$ cat src/rtl/audio_mix_pkg.sv
// Shared types and helpers for the N-channel audio mixer: FSM state encoding,
// accumulator sizing and unsigned saturation.
package audio_mix_pkg;

    typedef enum logic [1:0] {
        IDLE  = 2'd0,
        ACCUM = 2'd1,
        SCALE = 2'd2,
        FILT  = 2'd3
    } mix_state_t;

    localparam int SAT_MAX_W = 64;

    // Wide enough that NUM_CH full-scale products can never wrap.
    function automatic int acc_width(input int in_w, input int gain_w, input int num_ch);
        return in_w + gain_w + $clog2(num_ch);
    endfunction

    function automatic logic [SAT_MAX_W-1:0] sat_u(input logic [SAT_MAX_W-1:0] value,
                                                   input int width);
        logic [SAT_MAX_W-1:0] max_val;
        max_val = (SAT_MAX_W'(1) << width) - SAT_MAX_W'(1);
        return (value > max_val) ? max_val : value;
    endfunction

endpackage

$ cat src/rtl/audio_lp_shift.sv
// One-pole low-pass filter with a power-of-two coefficient, updated only when en is high.
// SHIFT = 0 degenerates to a registered pass-through.
module audio_lp_shift
    import audio_mix_pkg::*;
#(
    parameter int W     = 16,
    parameter int SHIFT = 2
) (
    input  logic         clk,
    input  logic         rst,
    input  logic         en,
    input  logic [W-1:0] din,
    output logic [W-1:0] dout
);

    logic [W-1:0] dout_reg;

    generate
        if (SHIFT == 0) begin : g_bypass
            always_ff @(posedge clk) begin
                if (rst) begin
                    dout_reg <= '0;
                end else if (en) begin
                    dout_reg <= din;
                end
            end
        end else begin : g_filter
            localparam int S_W = W + SHIFT;

            logic [S_W-1:0] s_reg;
            logic [S_W:0]   sum_ext;
            logic [S_W-1:0] s_next;

            // s - (s >> SHIFT) + din never goes negative and never exceeds 2^S_W-1.
            always_comb begin
                sum_ext = {1'b0, s_reg} + (S_W + 1)'(din) - (S_W + 1)'(s_reg >> SHIFT);
                s_next  = sum_ext[S_W-1:0];
            end

            always_ff @(posedge clk) begin
                if (rst) begin
                    s_reg    <= '0;
                    dout_reg <= '0;
                end else if (en) begin
                    s_reg    <= s_next;
                    dout_reg <= W'(s_next >> SHIFT);
                end
            end
        end
    endgenerate

    assign dout = dout_reg;

endmodule

$ cat src/rtl/audio_mixer_nch.sv
// N-channel audio mixer: snapshot on sample tick, serial gain-weighted accumulate,
// saturate, click-free mute ramp, then a one-pole low-pass filter.
module audio_mixer_nch
    import audio_mix_pkg::*;
#(
    parameter int NUM_CH     = 4,
    parameter int IN_W       = 16,
    parameter int OUT_W      = 16,
    parameter int GAIN_W     = 8,
    parameter int RAMP_W     = 4,
    parameter int FILT_SHIFT = 2
) (
    input  logic                           clk,
    input  logic                           rst,
    input  logic                           sample_en,
    input  logic [NUM_CH-1:0][IN_W-1:0]    ch_in,
    input  logic [NUM_CH-1:0][GAIN_W-1:0]  ch_gain,
    input  logic [NUM_CH-1:0]              ch_mask,
    input  logic                           sound_enable,
    input  logic                           force_on,
    output logic [OUT_W-1:0]               out,
    output logic                           out_valid,
    output logic                           clip,
    output logic                           overrun
);

    localparam int ACC_W = acc_width(IN_W, GAIN_W, NUM_CH);
    localparam int CNT_W = (NUM_CH > 1) ? $clog2(NUM_CH) : 1;
    localparam int LVL_W = RAMP_W + 1;
    localparam int MA_W  = (IN_W > OUT_W) ? IN_W : OUT_W;
    localparam int MB_W  = (GAIN_W > LVL_W) ? GAIN_W : LVL_W;
    localparam int P_W   = MA_W + MB_W;
    localparam logic [LVL_W-1:0] LVL_FULL = LVL_W'(1) << RAMP_W;

    mix_state_t state_reg, state_next;

    logic [IN_W-1:0]   snap_in   [NUM_CH];
    logic [GAIN_W-1:0] snap_gain [NUM_CH];
    logic              snap_mask [NUM_CH];

    logic [CNT_W-1:0]  idx_reg;
    logic [ACC_W-1:0]  acc_reg;
    logic [LVL_W-1:0]  level_reg;
    logic [OUT_W-1:0]  v_reg;
    logic              clip_pend_reg;
    logic              out_valid_reg;
    logic              clip_reg;
    logic              overrun_reg;

    logic              accept;
    logic [MA_W-1:0]   mul_a;
    logic [MB_W-1:0]   mul_b;
    logic [P_W-1:0]    product;
    logic [SAT_MAX_W-1:0] m_raw;
    logic [SAT_MAX_W-1:0] m_full;
    logic [OUT_W-1:0]  m_sat;
    logic              clip_now;

    assign accept = (state_reg == IDLE) && sample_en;

    always_comb begin
        state_next = state_reg;
        case (state_reg)
            IDLE:    if (sample_en) state_next = ACCUM;
            ACCUM:   if (idx_reg == CNT_W'(NUM_CH - 1)) state_next = SCALE;
            SCALE:   state_next = FILT;
            FILT:    state_next = IDLE;
            default: state_next = IDLE;
        endcase
    end

    always_ff @(posedge clk) begin
        if (rst) begin
            state_reg <= IDLE;
        end else begin
            state_reg <= state_next;
        end
    end

    genvar gi;
    generate
        for (gi = 0; gi < NUM_CH; gi++) begin : g_snap
            always_ff @(posedge clk) begin
                if (rst) begin
                    snap_in[gi]   <= '0;
                    snap_gain[gi] <= '0;
                    snap_mask[gi] <= 1'b0;
                end else if (accept) begin
                    snap_in[gi]   <= ch_in[gi];
                    snap_gain[gi] <= ch_gain[gi];
                    snap_mask[gi] <= ch_mask[gi];
                end
            end
        end
    endgenerate

    // Saturate the gain-normalised sum before it meets the mute level.
    always_comb begin
        m_raw    = SAT_MAX_W'(acc_reg) >> (GAIN_W - 1);
        m_full   = sat_u(m_raw, OUT_W);
        m_sat    = m_full[OUT_W-1:0];
        clip_now = (m_raw != m_full);
    end

    // Single multiplier: gain product during ACCUM, mute product during SCALE.
    always_comb begin
        mul_a = '0;
        mul_b = '0;
        if (state_reg == ACCUM) begin
            if (snap_mask[idx_reg]) begin
                mul_a = MA_W'(snap_in[idx_reg]);
                mul_b = MB_W'(snap_gain[idx_reg]);
            end
        end else if (state_reg == SCALE) begin
            mul_a = MA_W'(m_sat);
            mul_b = MB_W'(level_reg);
        end
        product = P_W'(mul_a) * P_W'(mul_b);
    end

    always_ff @(posedge clk) begin
        if (rst) begin
            idx_reg <= '0;
            acc_reg <= '0;
        end else if (accept) begin
            idx_reg <= '0;
            acc_reg <= '0;
        end else if (state_reg == ACCUM) begin
            idx_reg <= idx_reg + CNT_W'(1);
            acc_reg <= acc_reg + ACC_W'(product);
        end
    end

    always_ff @(posedge clk) begin
        if (rst) begin
            level_reg <= '0;
        end else if (accept) begin
            if (sound_enable || force_on) begin
                if (level_reg < LVL_FULL) level_reg <= level_reg + LVL_W'(1);
            end else if (level_reg != '0) begin
                level_reg <= level_reg - LVL_W'(1);
            end
        end
    end

    always_ff @(posedge clk) begin
        if (rst) begin
            v_reg         <= '0;
            clip_pend_reg <= 1'b0;
        end else if (state_reg == SCALE) begin
            v_reg         <= OUT_W'(product >> RAMP_W);
            clip_pend_reg <= clip_now;
        end
    end

    always_ff @(posedge clk) begin
        if (rst) begin
            out_valid_reg <= 1'b0;
            clip_reg      <= 1'b0;
            overrun_reg   <= 1'b0;
        end else begin
            out_valid_reg <= (state_reg == FILT);
            clip_reg      <= (state_reg == FILT) && clip_pend_reg;
            overrun_reg   <= sample_en && (state_reg != IDLE);
        end
    end

    audio_lp_shift #(
        .W     (OUT_W),
        .SHIFT (FILT_SHIFT)
    ) u_lp (
        .clk  (clk),
        .rst  (rst),
        .en   (state_reg == FILT),
        .din  (v_reg),
        .dout (out)
    );

    assign out_valid = out_valid_reg;
    assign clip      = clip_reg;
    assign overrun   = overrun_reg;

endmodule
$ cat config.mk
export PLATFORM = sky130hd
export DESIGN_NAME = audio_mixer_nch
export DESIGN_NICKNAME = d
export VERILOG_FILES = /design/src/rtl/audio_mix_pkg.sv /design/src/rtl/audio_lp_shift.sv /design/src/rtl/audio_mixer_nch.sv
export SDC_FILE = /design/constraint.sdc
export NUM_CORES = 1
export LEC_CHECK = 0
export ABC_AREA = 0
export CAP_MARGIN = 15
export CORE_ASPECT_RATIO = 0.5
export CORE_UTILIZATION = 51
export CTS_BUF_LIST = sky130_fd_sc_hd__clkbuf_8
export DETAILED_ROUTE_END_ITERATION = 16
export PLACE_DENSITY = 0.75
export SETUP_SLACK_MARGIN = 0.5
export SLEW_MARGIN = 10
export SYNTH_ARGS = -nofsm -noshare
export SYNTH_HDL_FRONTEND = slang
export SYNTH_SLANG_ARGS = --single-unit
$ cat constraint.sdc
create_clock -name clk -period 8.95 [get_ports clk]
set_input_delay 0.895 -clock clk [delete_from_list [all_inputs] [get_ports clk]]
set_output_delay 0.895 -clock clk [all_outputs]
set_load 0.05 [all_outputs]
-- Word-level counts from Yosys, hierarchy flattened
Memories as Yosys holds them, arrays and structs flattened. A register that Yosys moved wholly into a read port is not among the register bits.
Cells that the tools add are included.
- register bits: 89
- RAM bits: 100
- memories kept: 3
- $add $sub $neg: 6
- multipliers: 1
- order comparisons: 2
- eq/ne operators: 8
- mux-type cells: 36
- bitwise logic cells: 12
- reductions and logical operators: 11
- memory list (memory ; words ; width ; rd ports ; clocked after Yosys merged registers in ; write ports ; line ; text):
    snap_in ; 4 ; 16 ; 1 ; 1 ; 4 ; audio_mixer_nch.sv:37 ; logic [IN_W-1:0] snap_in [NUM_CH];
    snap_gain ; 4 ; 8 ; 1 ; 1 ; 4 ; audio_mixer_nch.sv:38 ; logic [GAIN_W-1:0] snap_gain [NUM_CH];
    snap_mask ; 4 ; 1 ; 1 ; 1 ; 4 ; audio_mixer_nch.sv:39 ; logic snap_mask [NUM_CH];
- operator list (kind ; number):
    2-to-1 mux 16 bit ; 7
    2-to-1 mux 8 bit ; 6
    adder 26 x 24 -> 26 bit ; 1
    multiplier 16 x 8 -> 24 bit ; 1
    2-to-1 mux 5 bit ; 4
    > comparator 19 x 16 -> 1 bit (second input constant) ; 1
    2-to-1 mux 19 bit ; 1
    inequality test 19 bit ; 1
    adder 18 x 16 -> 18 bit ; 1
    subtractor 18 x 16 -> 18 bit ; 1
    2-to-1 mux 2 bit ; 8
    bitwise OR 1 bit ; 12
    2-to-1 mux 1 bit ; 9
    case mux 2 bit (4 select lines) ; 1
    == test 2 bit (second input constant) ; 3
    adder 5 x 1 -> 5 bit (second input constant) ; 1
    < comparator 5 bit (second input constant) ; 1
    nonzero test 5 bit ; 1
    subtractor 5 x 1 -> 5 bit (second input constant) ; 1
    inequality test 2 bit (second input constant) ; 2
    nonzero test 2 bit ; 2
    logical AND 1 bit ; 3
    AND reduction 3 bit ; 1
    adder 2 x 1 -> 2 bit (second input constant) ; 1
    other kinds (6) ; 6

-- Depth between registers and ports, before layout
Gate-level depths: netlist of run 1.
- depth after elaboration: 6
- gate-level depth with buffers: 36
- mapped depth without buffers: 32

-- By module
From an unflattened synthesis of run 1, not the netlist that was laid out.
- cell total of the unflattened synthesis: 1465
- area total of the unflattened synthesis: 14272.4 µm²
- modules (own cells, without submodules) (module ; times used ; cells each ; area each (µm²)):
    audio_mixer_nch ; 1 ; 1191 ; 12089.1
    audio_lp_shift ; 1 ; 274 ; 2183.3

-- Worst setup path before layout of run 1
No wires, ideal clock.
- path type: reg-to-reg
- from: register with a tool-made name
- to: register acc_reg[24]
- arrival: 7.402 ns
- path slack: 1.414 ns
- stages on the path, launching flop included: 32
- path buffers: 4
- cells stage by stage: dfxtp_1 buf_2 buf_2 mux4_2 a22oi_1 clkbuf_1 nor2_1 fa_1 fa_1 fa_1 inv_1 fa_1 inv_1 ha_1 clkbuf_1 a21o_1 a21oi_1 a21bo_2 a21o_1 a221oi_2 o21bai_1 a21oi_1 xnor2_1 ha_1 o21ai_0 nand2b_1 a21oi_1 nor2b_1 o21ai_0 nor4_1 a311oi_1 o211ai_1
- RTL lines (element ; line ; text):
    end signal, assigned ; audio_mixer_nch.sv:130 ; acc_reg <= acc_reg + ACC_W'(product);
    end, declared ; audio_mixer_nch.sv:42 ; logic [ACC_W-1:0] acc_reg;

-- Worst setup path after layout of run 1
- from: register acc_reg[24]
- to: register acc_reg[24]
- cells in the longest elaborated chain, start to end: 6
- ends and longest elaborated chain (element ; line ; text):
    > comparator 19 x 16 -> 1 bit ; audio_mix_pkg.sv:23 ; return (value > max_val) ? max_val : value;
    2-to-1 mux 19 bit ; audio_mix_pkg.sv:23 ;
    2-to-1 mux 16 bit ; audio_mixer_nch.sv:114 ; end else if (state_reg == SCALE) begin
    2-to-1 mux 16 bit ; audio_mixer_nch.sv:109 ; if (state_reg == ACCUM) begin
    multiplier 16 x 8 -> 24 bit ; audio_mixer_nch.sv:118 ; product = P_W'(mul_a) * P_W'(mul_b);
    adder 26 x 24 -> 26 bit * ; audio_mixer_nch.sv:130 ;
Mark *: on every way between the ends. The rest lies on a longest branch, timed or not.
A chain may end at the register's enable or synchronous reset.

==> results of run 1 <==
power by group through the flow:
| stage | Combinational, mW | Clock [mW] | Sequential [mW] |
|---|---|---|---|
| 6_report | 1.02 | 0.558 | 1.10 |
| 5_1_grt | 1.11 | 0.600 | 1.12 |
| 4_1_cts | 1.01 | 0.572 | 1.10 |
| 3_5_place_dp | 1.00 | 0 | 1.12 |
| 3_3_place_gp | 0.984 | 0 | 1.11 |
| 2_1_floorplan | 0.738 | 0 | 1.11 |
logic make-up (layout without fill, tap and decap cells):
| family | Yosys count | count (layout) | synth area share |
|---|---|---|---|
| AND/OR/NAND/NOR | 463 | 463 | 0.163 |
| buffers and inverters | 246 | 361 | 0.0710 |
| AO/OA/AOI/OAI | 232 | 232 | 0.110 |
| adder cells (fa/ha/maj) | 198 | 198 | 0.233 |
| flip-flops | 175 | 175 | 0.323 |
| multiplexers | 63 | 63 | 0.0671 |
| XOR/XNOR | 53 | 53 | 0.0333 |
per-stage QoR:
stage	cells	power, mW	area (sq um)	hold slack, ns
2_1_floorplan	1430	1.85	13900	0.438
3_3_place_gp	1865	2.09	15500	0.450
3_5_place_dp	1865	2.13	15500	0.468
4_1_cts	1897	2.68	15900	0.484
5_1_grt	1897	2.83	15900	0.515
6_report	1897	2.68	15900	0.483
final cells by class:
| cell class | instances | area [sq um] |
|---|---|---|
| clock buffer | 17 | 234 |
| timing repair buffer | 149 | 1420 |
| sequential | 175 | 4510 |
| clock inverter | 15 | 154 |
| multi-input combinational | 1009 | 8470 |
| tap | 352 | 440 |
| inverter | 180 | 681 |
| fill | 2233 | 10700 |
routing by layer:
metal / vias to the layer above / routed length (um)
met1: 4959 / 15400
met2: 350 / 14100
met4: 0 / 415
met5: - / 0
li1: 4981 / -
met3: 36 / 2250
cells in the mapped netlist, types with 3 or more instances:
library cell / n / area, sq um
o31ai_1: 3 / 22.5
o211ai_1: 7 / 52.6
nor4b_1: 3 / 26.3
nand3b_1: 3 / 22.5
nand2_1: 47 / 176
a22oi_1: 6 / 45.0
or3_1: 3 / 18.8
buf_2: 4 / 20.0
a31oi_1: 9 / 56.3
edfxtp_1: 100 / 3000
o21bai_1: 7 / 52.6
o21ai_0: 23 / 115
nand2b_1: 10 / 62.6
a21o_1: 37 / 278
and3_1: 4 / 25.0
buf_4: 16 / 120
mux2_2: 3 / 33.8
o21ai_1: 7 / 35.0
a211oi_1: 13 / 97.6
a21oi_1: 73 / 365
nor2b_1: 13 / 81.3
and2_1: 104 / 651
ha_1: 96 / 1200
dfxtp_1: 75 / 1500
or2_2: 27 / 169
nor3_1: 13 / 65.1
nand3_1: 14 / 70.1
clkbuf_1: 37 / 139
buf_1: 9 / 33.8
o21a_1: 13 / 97.6
o31a_1: 3 / 26.3
inv_1: 179 / 672
xnor2_1: 35 / 307
fa_1: 102 / 2040
xor2_1: 18 / 158
nand4_1: 8 / 50.1
mux2i_1: 36 / 360
nor2_1: 204 / 766
mux4_2: 24 / 541
what timing repair did:
item	CTS	global route
hold endpoints to repair	0	0
setup endpoints to repair	0	1
gates resized for setup	0	9
path summary, 6_finish.rpt:
| check | startpoint | endpoint | slack [ns] | cells past startpoint |
|---|---|---|---|---|
| setup / recovery | acc_reg[24] | acc_reg[24] | 0.99 | 30 |
| hold / removal | acc_reg[23] | acc_reg[23] | 0.48 | 2 |
| setup reg to reg | acc_reg[24] | acc_reg[24] | 0.99 | 30 |
| hold reg to reg | acc_reg[23] | acc_reg[23] | 0.48 | 2 |
worst max-delay path: cells and delay by family, from the launching register on:
kind | cells | cell delay, ns
xor+xnor | 1 | 0.15
fa+ha+maj | 6 | 2.64
buf+inv | 4 | 0.32
flops | 1 | 0.46
compound gates | 10 | 2.20
simple gates | 9 | 2.02
==> results.toml, run 1 <==
[global_routing]
grt_first_pass_wirelength_um = 52500
use_met2 = 0.368
globalRouteOverflowTotal = 0
grt_max_degree = 101
met1_usage = 0.341
antenna_found_initial = 0
grt_util_all_layers = 0.239
grt_pass1_vias = 10357
grt.busiest_layer = "met2"
use_met3 = 0.0568

[sta]
finalSetupTns_ns = 0
drv_slew = 0
finalHoldViolations = 0
worst_pin_slew_ns = 0.827
rsz0062_at_grt = "false"
finalSetupViolCount = 0
relSlewSlack = 0.449
fin_skew_ns = 0.0115
setup_ws_ns = 0.992
fin_crit_sh = 0.889
fin_crit_ns = 7.96
max_freq_mhz = 126

[synth]
syn_area_sq_um = 13900
synthDistinctLibCells = 70
synthFlopType = "edfxtp_1"
synth_edf_count = 100
ys_seq_area_frac = 0.323
postSynthAreaPerCell_sq_um = 9.74
netlist_instances = 1430
synth_async_sr_flop_share = 0
yosys_warnings = 0
ys_seq_elements = 175
synth_fp_nets = 1733

[outcome]
status = "finished, final reports clean"

[detailed_routing]
post-route-drc-count = 0
drt_pass1_iterations = 7
drt_iter0_markers = 734
drt.antenna.violating_nets = 0
routed_wl_um = 32100
vias = 10326
wl_per_cell_um = 16.9
viasPerCell = 5.44

[hold_path]
min_path_type = "flop to flop"

[clock_network]
htree_levels = 4
cts.clk_slew.worst_paths_ns = 0.10
cts_inserted_buffers = 17
cts_tree = "yes"
cts_sinks = 175
cts_setup_buffers = 0
clock_latency_ns = 0.51
root_buffer = "clkbuf_8"
cts_hold_buf = 0
clockBufferDepth = 2

[floorplan]
num_rows = 42
io_pins = 124
die_x_um = 236
start_util = 0.523
core_sq_um = 26600
die_h_um = 119
die_area_sq_um = 28000

[finish]
mostFrequentLayoutCells = "nor2_1, inv_1, clkdlybuf4s50_1"
final_layout_size_suffix_gt1_frac = 0.0835
final_common_cell = "nor2_1"
fin_nets = 1835
antenna_cells = 0
area.growth.synth_to_final_pct = 14.2
final_util = 0.597
largest_reg_flops = 64

[power_and_ir_drop]
power.switching_uw = 986
combPwrFrac = 0.380
p_per_area_nw_per_um2 = 168
p_leak_nw = 6.86
power_frac_clock = 0.208
switching_share = 0.368
seqPwrFrac = 0.412
p_int_mw = 1.69
vdd_ir_drop_max_uv = 101

[worst_setup_path]
slowest_delay_ns = 0.62
cp.arrival_ns = 8.35
cp_common_cell = "fa_1"
cp-start-kind = "flop"
critPathSlowestCell = "or3_1"
worstPathRequired_ns = 9.34
worst-path-max-fanout = 17
critical_path.endpoint_type = "flop"
critical_path_class = "flop to flop"

[placement]
place_congestion = 0.911
pre_cts_slack_ns = 0.873
post-dp-hpwl_um = 24600
portBuffers = 123

[job]
drv_cap = 0
Power figures use the tool's default switching activity.
==> inputs of run 2 (changes only) <==
--- a/config.mk
+++ b/config.mk
@@ -6,12 +6,13 @@
 export NUM_CORES = 1
 export LEC_CHECK = 0
 export ABC_AREA = 0
-export CAP_MARGIN = 15
+export CAP_MARGIN = 0
 export CORE_ASPECT_RATIO = 0.5
 export CORE_UTILIZATION = 51
 export CTS_BUF_LIST = sky130_fd_sc_hd__clkbuf_8
 export DETAILED_ROUTE_END_ITERATION = 16
 export PLACE_DENSITY = 0.75
+export RECOVER_POWER = 50
 export SETUP_SLACK_MARGIN = 0.5
 export SLEW_MARGIN = 10
 export SYNTH_ARGS = -nofsm -noshare
==> results.toml, run 2 (synthesized netlist as in run 1, its figures left out) <==
[outcome]
status = "finished with violations"
violations = "max-capacitance violations, max-slew violations"

[finish]
fin_nets = 1835
antenna_cells = 0
largest_reg_flops = 64
mostFrequentLayoutCells = "nor2_1, inv_1, clkdlybuf4s50_1"
final_layout_size_suffix_gt1_frac = 0.0803
area.growth.synth_to_final_pct = 14.0
final_common_cell = "nor2_1"
design_area_sq_um = 15900
final_util = 0.596

[detailed_routing]
viasPerCell = 5.50
drt.antenna.violating_nets = 0
wl_per_cell_um = 16.9
drt_pass1_iterations = 7
vias = 10442
post-route-drc-count = 0
routed_wl_um = 32000
drt_iter0_markers = 798

[clock_network]
cts_hold_buf = 0
clock_latency_ns = 0.51
root_buffer = "clkbuf_8"
cts.clk_slew.worst_paths_ns = 0.10
cts_tree = "yes"
cts_inserted_buffers = 17
cts.repair.resized = 0
clockBufferDepth = 2
cts_setup_buffers = 0
htree_levels = 4
cts_sinks = 175

[worst_setup_path]
worst-path-max-fanout = 17
critPathBufInv = 4
worstPathRequired_ns = 9.34
r2r-start = "acc_reg[24]"
reg2reg_to = "acc_reg[24]"
r2r_cells = 30
slowest_delay_ns = 0.62
cp-start-kind = "flop"
critical_path.endpoint_type = "flop"
critPathSlowestCell = "or3_1"
cp_top_family = "adder cells"
cp_common_cell = "fa_1"
r2r_setup_slack_ns = 0.94
critical_path_class = "flop to flop"
cp.arrival_ns = 8.40

[power_and_ir_drop]
combPwrFrac = 0.379
p_leak_nw = 6.80
p_per_area_nw_per_um2 = 169
switching_share = 0.367
p_int_mw = 1.70
report.power.total_mw = 2.68
power.switching_uw = 983
power_frac_clock = 0.208
seqPwrFrac = 0.413
vdd_ir_drop_max_uv = 101

[placement]
place_congestion = 0.911
portBuffers = 123
placed_area_sq_um = 15500
post-dp-hpwl_um = 24600

[floorplan]
die_x_um = 236
num_rows = 42
die_area_sq_um = 28000
die_h_um = 119
start_util = 0.523
core_sq_um = 26600
io_pins = 124

[sta]
fin_crit_sh = 0.895
finalHoldViolations = 0
drv_slew = 199
max_freq_mhz = 125
fin_crit_ns = 8.01
fin_skew_ns = 0.0146
finalSetupTns_ns = 0
rsz0062_at_grt = "false"
relSlewSlack = -0.943
finalSetupViolCount = 0
worst_pin_slew_ns = 2.91

[global_routing]
grt_max_degree = 101
globalRouteOverflowTotal = 0
grt_pass1_vias = 10357
antenna_found_initial = 0
grt_first_pass_wirelength_um = 52500
grt_util_all_layers = 0.239

[hold_path]
hold_start = "acc_reg[23]"
min_path_type = "flop to flop"
holdPathStages = 2
hold_path_end = "acc_reg[23]"

[job]
drv_cap = 3
run 2: changes by cell type in the layout (fill, tap and decap cells not counted):
cell and change:
and2_1 -46, and2_0 +46, clkdlybuf4s50_1 -1, dlygate4sd3_1 +1, inv_4 -1, clkbuf_1 +5, clkinvlp_2 +1, buf_4 -5
run 2: worst max-delay path by stage:
stage | from | end | slack, ns | cells after the start
6_report | acc_reg[24] | acc_reg[24] | 0.94 | 30
5_1_grt | acc_reg[24] | acc_reg[24] | 0.44 | 30
4_1_cts | flop | acc_reg[24] | 0.88 | 27
3_5_place_dp | flop | acc_reg[24] | 0.87 | 27
3_3_place_gp | flop | acc_reg[24] | 1.15 | 27
2_1_floorplan | flop | acc_reg[24] | 1.41 | 31
run 2: area by class of cell:
type,count,area [sq um]
fill,2238,10800
multi-input combinational,1009,8470
sequential,175,4510
timing repair buffer,149,1400
inverter,180,679
tap,352,440
clock buffer,17,234
clock inverter,15,154
run 2: worst min-delay path: cells and delay by family, from the launching register on:
family	cells	cell delay (ns)
DFF	1	0.34
and+or+nand+nor	1	0.05
AOI/OAI and AO/OA	1	0.05
run 2: metrics by stage:
stage	setup WS [ns]	hold WS [ns]	std cells
floorplan	1.41	0.438	1430
global placement	1.15	0.450	1865
detailed placement	0.873	0.468	1865
CTS	0.885	0.484	1897
global route	0.443	0.515	1897
finish	0.942	0.483	1897
run 2: power by group through the flow:
stage	Clock (mW)	Combinational (mW)	Sequential (mW)
floorplan	0	0.738	1.11
global placement	0	0.984	1.11
detailed placement	0	1.00	1.12
CTS	0.572	1.01	1.10
global route	0.600	1.11	1.12
finish	0.557	1.02	1.11
run 2: per-layer routing:
layer	global-route usage	vias to the layer above	part of all wire
met5	0	-	0
met4	0.0580	0	0.014
met3	0.0568	39	0.072
met2	0.368	377	0.44
met1	0.341	5043	0.48
li1	-	4983	-
==> inputs of run 3 (changes only) <==
--- a/config.mk
+++ b/config.mk
@@ -11,6 +11,7 @@
 export CORE_UTILIZATION = 51
 export CTS_BUF_LIST = sky130_fd_sc_hd__clkbuf_8
 export DETAILED_ROUTE_END_ITERATION = 16
+export MAX_ROUTING_LAYER = met4
 export PLACE_DENSITY = 0.75
 export RECOVER_POWER = 50
 export SETUP_SLACK_MARGIN = 0.5
==> results.toml, run 3 (synthesized netlist as in run 1, its figures left out) <==
[clock_network]
root_buffer = "clkbuf_8"
cts_tree = "yes"
cts_inserted_buffers = 17
clockBufferDepth = 2
cts_sinks = 175
htree_levels = 4
clock_latency_ns = 0.52
cts.clk_slew.worst_paths_ns = 0.11
cts_setup_buffers = 0

[worst_setup_path]
critical_path_class = "flop to flop"
critical_path.endpoint_type = "flop"
critPathBufInv = 2
critPathSlowestCell = "or3_1"
cp_top_family = "compound AO/OA/AOI/OAI gates"
worstPathRequired_ns = 9.35
r2r_cells = 28
worst-path-max-fanout = 17
crit_cells = 28
cp.arrival_ns = 8.42
slowest_delay_ns = 0.70
cp-start-kind = "flop"
cp_common_cell = "fa_1"

[finish]
fin_nets = 1838
regArea_sq_um = 4510
final_layout_size_suffix_gt1_frac = 0.0827
n_fill_cell = 2222
area.growth.synth_to_final_pct = 14.0
mostFrequentLayoutCells = "nor2_1, inv_1, clkdlybuf4s50_1"
final_common_cell = "nor2_1"
final_cells = 1901
multi_input_area_sq_um = 8470
largest_reg_flops = 64

[global_routing]
grt_first_pass_wirelength_um = 53000
grt_pass1_vias = 10631
grt_util_all_layers = 0.249
grt_max_degree = 101
antenna_found_initial = 1
globalRouteOverflowTotal = 0

[power_and_ir_drop]
report.power.total_mw = 2.66
p_per_area_nw_per_um2 = 168
p_leak_nw = 6.79
vdd_ir_drop_max_uv = 94.1

[sta]
rsz0062_at_grt = "false"
finalSetupTns_ns = 0
setup_ws_ns = 0.930
relSlewSlack = -0.922
holdWs_ns = 0.477
fin_crit_ns = 8.02
worst_pin_slew_ns = 2.88
drv_slew = 193
finalSetupViolCount = 0
max_freq_mhz = 125
fin_crit_sh = 0.896
finalHoldViolations = 0
fin_skew_ns = 0.0185

[outcome]
status = "finished with violations"
violations = "max-capacitance violations, max-slew violations"

[detailed_routing]
drt_pass1_iterations = 8
wl_met1_um = 15400
top_layer = "met4"
dr_wl_met3_um = 2270
vias = 10491
post-route-drc-count = 0
drt_iter0_markers = 701
routed_wl_um = 32800
viasPerCell = 5.52
route.met2.wl_um = 14800
wl_per_cell_um = 17.2
drt.antenna.violating_nets = 0

[floorplan]
num_rows = 42
start_util = 0.523
die_x_um = 236
die_area_sq_um = 28000
io_pins = 124
core_sq_um = 26600
die_h_um = 119

[hold_path]
min_path_type = "flop to flop"
holdPathStages = 2

[placement]
place_congestion = 0.922
post-dp-hpwl_um = 25500
pre_cts_slack_ns = 0.922
dpl.cell_count = 1868
portBuffers = 123

[job]
drv_cap = 3
## run 3: where the power goes
group          internal (mW)  switching (mW)
combinational          0.430           0.595
sequential              1.04          0.0682
clock                  0.201           0.328
total                   1.67           0.991
## run 3: path summary, 6_finish.rpt
check	startpoint	end	slack (ns)
worst max-delay path	acc_reg[24]	acc_reg[24]	0.93
worst min-delay path	acc_reg[23]	acc_reg[23]	0.48
worst max register to register	acc_reg[24]	acc_reg[24]	0.93
worst min register to register	acc_reg[23]	acc_reg[23]	0.48
## run 3: worst register-to-register path: cells and delay by family (launching register included)
kind | cells | cell delay, ns
flops | 1 | 0.39
fa+ha+maj | 6 | 2.66
compound gates | 10 | 2.67
simple gates | 9 | 1.95
buf+inv | 2 | 0.09
xor+xnor | 1 | 0.15
## run 3: layout make-up
cell class | instances | area share
Timing Repair Buffer | 152 | 0.0897
Clock buffer | 17 | 0.0147
Clock inverter | 15 | 0.00804
Sequential cell | 175 | 0.284
Tap cell | 352 | 0.0277
Inverter | 180 | 0.0426
Multi-Input combinational cell | 1009 | 0.533
Antenna cell | 1 | 0.000158
## run 3: per-layer routing
layer	global-route usage	up-vias
li1	-	5004
met1	0.330	5087
met2	0.390	363
met3	0.0554	37
met4	0.0645	0
met5	-	-
## run 3: what timing repair did
action	in CTS	in global routing
setup endpoints to repair	0	1
resized for setup	0	7
hold buffers	0	0
## run 3: metrics by stage
step	area (sq um)	utilization
6_report	15900	0.596
5_1_grt	15900	0.596
2_1_floorplan	13900	-
3_3_place_gp	15500	0.582
4_1_cts	15900	0.596
3_5_place_dp	15500	0.582
